<file path="config.mk">
export PLATFORM = sky130hd
export DESIGN_NAME = fix_to_flt_engine_flat
export DESIGN_NICKNAME = d
export VERILOG_FILES = /design/src/rtl/fix_to_flt_engine_if.sv /design/src/rtl/fix_to_flt_engine.sv /design/src/flat_wrapper.sv
export SDC_FILE = /design/constraint.sdc
export NUM_CORES = 1
export LEC_CHECK = 0
export ABC_AREA = 1
export BUFFER_PORTS_ARGS = -buffer_cell sky130_fd_sc_hd__buf_2
export CORE_MARGIN = 10
export CORE_UTILIZATION = 61
export DETAILED_ROUTE_END_ITERATION = 8
export PLACE_DENSITY = 0.86
export RECOVER_POWER = 50
export SYNTH_ARGS = -nofsm -noshare
export SYNTH_HDL_FRONTEND = slang
export SYNTH_SLANG_ARGS = --single-unit
</file>
<file path="constraint.sdc">
create_clock -name clk -period 3.2 [get_ports clk]
set_input_delay 0.48 -clock clk [delete_from_list [all_inputs] [get_ports clk]]
set_output_delay 0.48 -clock clk [all_outputs]
set_load 0.01 [all_outputs]
</file>
<file path="src/rtl/fix_to_flt_engine_if.sv">
// Start/ack handshake plus byte-wide data-memory port between the 8.8-to-half engine and its host.
// start is a level sampled on every rising edge; it is acted on only while the engine is idle or done.
// ack is registered and stays high from the end of a conversion until the next accepted start or reset.
// mem_rdata must follow mem_addr combinationally (asynchronous read).
interface fix_to_flt_engine_if;
   logic       start;
   logic       ack;
   logic [7:0] mem_addr;
   logic       mem_we;
   logic [7:0] mem_wdata;
   logic [7:0] mem_rdata;
   logic [2:0] state_dbg;

   // Engine side: takes requests, owns the memory port.
   modport slave (
      input  start,
      input  mem_rdata,
      output ack,
      output mem_addr,
      output mem_we,
      output mem_wdata,
      output state_dbg
   );

   // Host/memory side.
   modport master (
      output start,
      output mem_rdata,
      input  ack,
      input  mem_addr,
      input  mem_we,
      input  mem_wdata,
      input  state_dbg
   );
endinterface

</file>
<file path="src/rtl/fix_to_flt_engine.sv">
// Reads a signed 8.8 word from data memory, converts it to IEEE-754 half (truncating)
// and writes it back; normalizes one bit per cycle.
module fix_to_flt_engine #(
   parameter logic [7:0] SRC_ADDR = 8'd6,
   parameter logic [7:0] DST_ADDR = 8'd8
) (
   input logic               clk,
   input logic               reset,
   fix_to_flt_engine_if.slave bus
);
   typedef enum logic [2:0] {
      IDLE  = 3'd0,
      RD_LO = 3'd1,
      RD_HI = 3'd2,
      ABS   = 3'd3,
      NORM  = 3'd4,
      WR_LO = 3'd5,
      WR_HI = 3'd6,
      DONE  = 3'd7
   } state_t;

   state_t      state;
   logic [15:0] fix;
   logic [15:0] mag;
   logic [3:0]  cnt;
   logic        sgn;
   logic        zero;
   logic        ack;
   logic [4:0]  exp_field;
   logic [15:0] result;

   always_ff @(posedge clk) begin
      if (reset) begin
         state <= IDLE;
         fix   <= '0;
         mag   <= '0;
         cnt   <= '0;
         sgn   <= 1'b0;
         zero  <= 1'b0;
         ack   <= 1'b0;
      end else begin
         case (state)
            IDLE, DONE: begin
               if (bus.start) begin
                  state <= RD_LO;
                  ack   <= 1'b0;
               end
            end
            RD_LO: begin
               fix[7:0] <= bus.mem_rdata;
               state    <= RD_HI;
            end
            RD_HI: begin
               fix[15:8] <= bus.mem_rdata;
               state     <= ABS;
            end
            ABS: begin
               // Two's-complement negate; 0x8000 maps to itself, which is the correct magnitude.
               sgn   <= fix[15];
               mag   <= fix[15] ? (~fix + 16'd1) : fix;
               zero  <= (fix == 16'd0);
               cnt   <= 4'd0;
               state <= NORM;
            end
            NORM: begin
               if (zero || mag[15]) begin
                  state <= WR_LO;
               end else begin
                  mag <= {mag[14:0], 1'b0};
                  cnt <= cnt + 4'd1;
               end
            end
            WR_LO: state <= WR_HI;
            WR_HI: begin
               state <= DONE;
               ack   <= 1'b1;
            end
            default: state <= IDLE;
         endcase
      end
   end

   // Leading one sits at bit 15 after normalizing, so the biased exponent is 15 + (7 - cnt).
   assign exp_field = 5'd22 - {1'b0, cnt};
   assign result    = zero ? 16'h0000 : {sgn, exp_field, mag[14:5]};

   always_comb begin
      bus.mem_addr  = 8'd0;
      bus.mem_we    = 1'b0;
      bus.mem_wdata = 8'd0;
      case (state)
         RD_LO: bus.mem_addr = SRC_ADDR;
         RD_HI: bus.mem_addr = SRC_ADDR + 8'd1;
         WR_LO: begin
            bus.mem_addr  = DST_ADDR;
            bus.mem_we    = 1'b1;
            bus.mem_wdata = result[7:0];
         end
         WR_HI: begin
            bus.mem_addr  = DST_ADDR + 8'd1;
            bus.mem_we    = 1'b1;
            bus.mem_wdata = result[15:8];
         end
         default: ;
      endcase
   end

   assign bus.ack       = ack;
   assign bus.state_dbg = state;
endmodule
</file>
<file path="src/flat_wrapper.sv">
// flat-port wrapper written by rule: the top's interface ports become plain ports
module fix_to_flt_engine_flat 
#(
   parameter logic [7:0] SRC_ADDR = 8'd6,
   parameter logic [7:0] DST_ADDR = 8'd8
)
  (clk, reset, bus_start, bus_mem_rdata, bus_ack, bus_mem_addr, bus_mem_we, bus_mem_wdata, bus_state_dbg);
  fix_to_flt_engine_if bus_i ();
  input logic clk;
  input logic reset;
  input wire logic [$bits(bus_i.start)-1:0] bus_start;
  input wire logic [$bits(bus_i.mem_rdata)-1:0] bus_mem_rdata;
  output wire logic [$bits(bus_i.ack)-1:0] bus_ack;
  output wire logic [$bits(bus_i.mem_addr)-1:0] bus_mem_addr;
  output wire logic [$bits(bus_i.mem_we)-1:0] bus_mem_we;
  output wire logic [$bits(bus_i.mem_wdata)-1:0] bus_mem_wdata;
  output wire logic [$bits(bus_i.state_dbg)-1:0] bus_state_dbg;
  assign bus_i.start = bus_start;
  assign bus_i.mem_rdata = bus_mem_rdata;
  assign bus_ack = bus_i.ack;
  assign bus_mem_addr = bus_i.mem_addr;
  assign bus_mem_we = bus_i.mem_we;
  assign bus_mem_wdata = bus_i.mem_wdata;
  assign bus_state_dbg = bus_i.state_dbg;
  fix_to_flt_engine #(.SRC_ADDR(SRC_ADDR), .DST_ADDR(DST_ADDR)) u_core (.clk(clk), .reset(reset), .bus(bus_i));
endmodule
</file>
==> metrics <==
vias in the first global route 2000; Clk pwr share 0.174; Yosys top cell area share 0.366; simple-gate share of the synthesized area 0.232; Synth Cell Area 0.00230 mm²; root buf cell clkbuf_8; global-route usage over all layers 0.177; Detailed Route WL 5.69 mm; Hold WC Path Type register to register; FP Rows 22; GR Util met3 0.0430; share of cells above drive strength 1 0.114; RSZ-0062 raised after global routing false; gpl congestion 0.874; reg2reg start u_core.bus.state_dbg[2]; Slew Limit Fails 0; routing usage on met1 0.230; # setup viols final 0; GRT Residual Overflow 0; post-route ant nets 0; final hold vios 0; Worst-Skew Late Latency 300 ps; TritonRoute pass-1 iters 4; Synth cell types 30; Post-Synthesis Cells 333; combinational share of power 0.409; GR Util met2 0.275; Internal Power a little over 1000 µW; WP data required 3380 ps; Setup Skew 4.21 ps; Resize count post-CTS 0; outcome complete, no violations; via count 2285; Net Sw Frac 0.432; Max H-tree Level 2; Worst Hold Launch u_core.bus.ack; Synth Area in XOR/XNOR 0.00763; # port buffers 27; first-pass GRT wire length 9.34 mm; setup tns final 0 ps; drc violations 0; hold-fix buffers at CTS 0; Total Nets Final between 300 and 400; GRT Max-Usage Layer met2; Reg power frac 0.417; WS Path Type register to register; Leak between 0.001 and 0.0015 µW; fin crit share 0.776; clock sinks 42; setup bufs post-CTS 0; DIE WIDTH 81.4 µm; type of origin of the critical path register; Yosys reg bits 42; clock transition at the registers of the reported paths 70 ps; Syn-to-layout area delta 6.05%; P per Cell Area 746 mW/mm²; sequential share of the synthesized area 0.366; post-synthesis mux area share 0; min cycle time layout 2480 ps; post-synth top area cell dfxtp_1; # IOs 32; Max-slew headroom 0.441; Hold Slack 479 ps; worst setup margin 715 ps; CP Capture Type register; dpl ws 1220 ps; CP arrival 2660 ps; largest family of logic cells by synthesized area compound AO/OA/AOI/OAI gates; Area contributors post-synth dfxtp_1 (37%), a21oi_1 (11%), nand2_1 (9.6%); Routed WL per cell around 14 µm; Synth Area in Adders 0.0163; clk buf depth 2; ANT cells 0; Worst setup startpoint u_core.bus.state_dbg[2]; Final HPWL DP 4.31 mm; pin count of the biggest net entering global routing 37; crit-path max FO 24; Starting Density 0.627; compound-gate portion of the synthesized area 0.269; syn avg cell area ~6.9 µm²; Max Freq 0.402 GHz; Net Switching between 700 and 800 µW; vias per inst 5.73; worst slew pin tran 838 ps; initial antenna violation count 0; drt initial violations 195; Layout fillers approximately 330; die height 81.4 µm; Max Cap Viol 0; Yosys warning total 0; Die Area 0.00662 mm²; Core Box Area approximately 0.0037 mm²; CTS tree built; Worst VDD drop 530 µV; CTS Buf Count 5
## metrics by stage
| stage | utilization | power, µW | std cells | area [µm²] |
|---|---|---|---|---|
| 3_5_place_dp | 0.651 | 1510 | 392 | 2380 |
| 6_report | 0.665 | 1820 | 399 | 2440 |
| 2_1_floorplan | - | 1350 | 336 | 2310 |
| 4_1_cts | 0.672 | 1830 | 399 | 2460 |
| 3_3_place_gp | 0.651 | 1490 | 392 | 2380 |
| 5_1_grt | 0.665 | 1960 | 399 | 2440 |
## state kept, by name (all words and copies together), names as in the netlist
| register | cells |
|---|---|
| u_core.bus.state_dbg | 3 |
| u_core.cnt | 4 |
| u_core.mag | 16 |
| u_core.zero | 1 |
| u_core.fix | 16 |
| u_core.sgn | 1 |
| u_core.bus.ack | 1 |
## path summary, 6_finish.rpt
| path | end | slack (ps) | cells after the start |
|---|---|---|---|
| setup reg to reg | u_core.mag[5] | 720 | 8 |
| hold / removal | u_core.bus.ack | 480 | 2 |
| hold reg to reg | u_core.bus.ack | 480 | 2 |
| setup / recovery | u_core.mag[5] | 720 | 8 |
## cell usage after synthesis
library cell / count
o21ai_0: 33
a31oi_1: 1
o32ai_1: 3
a22oi_1: 1
buf_2: 4
clkinv_1: 2
inv_1: 25
buf_6: 2
a32oi_1: 2
nor2_2: 1
ha_1: 3
nor2_4: 1
nand3_1: 30
buf_4: 9
o41ai_1: 1
nor3_1: 2
nand2_1: 59
nor2_1: 23
nand2_4: 2
a21oi_1: 50
clkbuf_1: 5
conb_1: 1
inv_2: 3
o21ai_1: 13
xnor2_1: 2
a21oi_2: 8
dfxtp_1: 42
inv_4: 1
nand2_2: 1
nand4_1: 3
## power by group through the flow
stage | registers [µW] | clock network [µW] | logic [µW]
6_report | 758 | 316 | 742
3_5_place_dp | 766 | 0 | 742
4_1_cts | 754 | 321 | 749
2_1_floorplan | 725 | 0 | 623
3_3_place_gp | 761 | 0 | 726
5_1_grt | 773 | 345 | 840
## per-layer routing
metal	part of all wire	up-vias	wire length (µm)
li1	-	1150	-
met1	0.47	1051	2660
met2	0.45	74	2580
met3	0.065	10	370
met4	0.014	0	78
met5	0	-	0
## cell type report
cell class              instances  area [µm²]  area share
multi-input cells             243        1200       0.495
flip-flops and latches         42         841       0.345
repair buffers                 28         135      0.0555
inverters                      31         119      0.0488
clock buffers                   7        76.3      0.0313
well taps                      48        60.1      0.0247
## cell usage in the layout (no fill, tap or decap), types with 2 or more instances in the layout
master    count
nand2_1      61
a21oi_1      50
dfxtp_1      42
o21ai_0      37
nand3_1      30
inv_1        27
nor2_1       23
buf_2        21
o21ai_1       9
a21oi_2       8
clkbuf_1      8
clkbuf_8      5
conb_1        4
o32ai_1       3
nand4_1       3
ha_1          3
clkinv_1      2
xnor2_1       2
a32oi_1       2
nor3_1        2
## logic make-up after synthesis
logic type      Yosys count
simple gates            122
other cells               1
fa+ha+maj                 3
buf+inv                  51
flops                    42
compound gates          112
xor+xnor                  2
## worst max-delay path, stage by stage, from the launching register on
cell     delay, ps
dfxtp_1        550
inv_1          190
nor2_4         130
buf_4          300
nand2_1        170
nand2_1        550
inv_4          220
a21oi_1        180
a21oi_1         80
(Power assumes the default switching activity.)
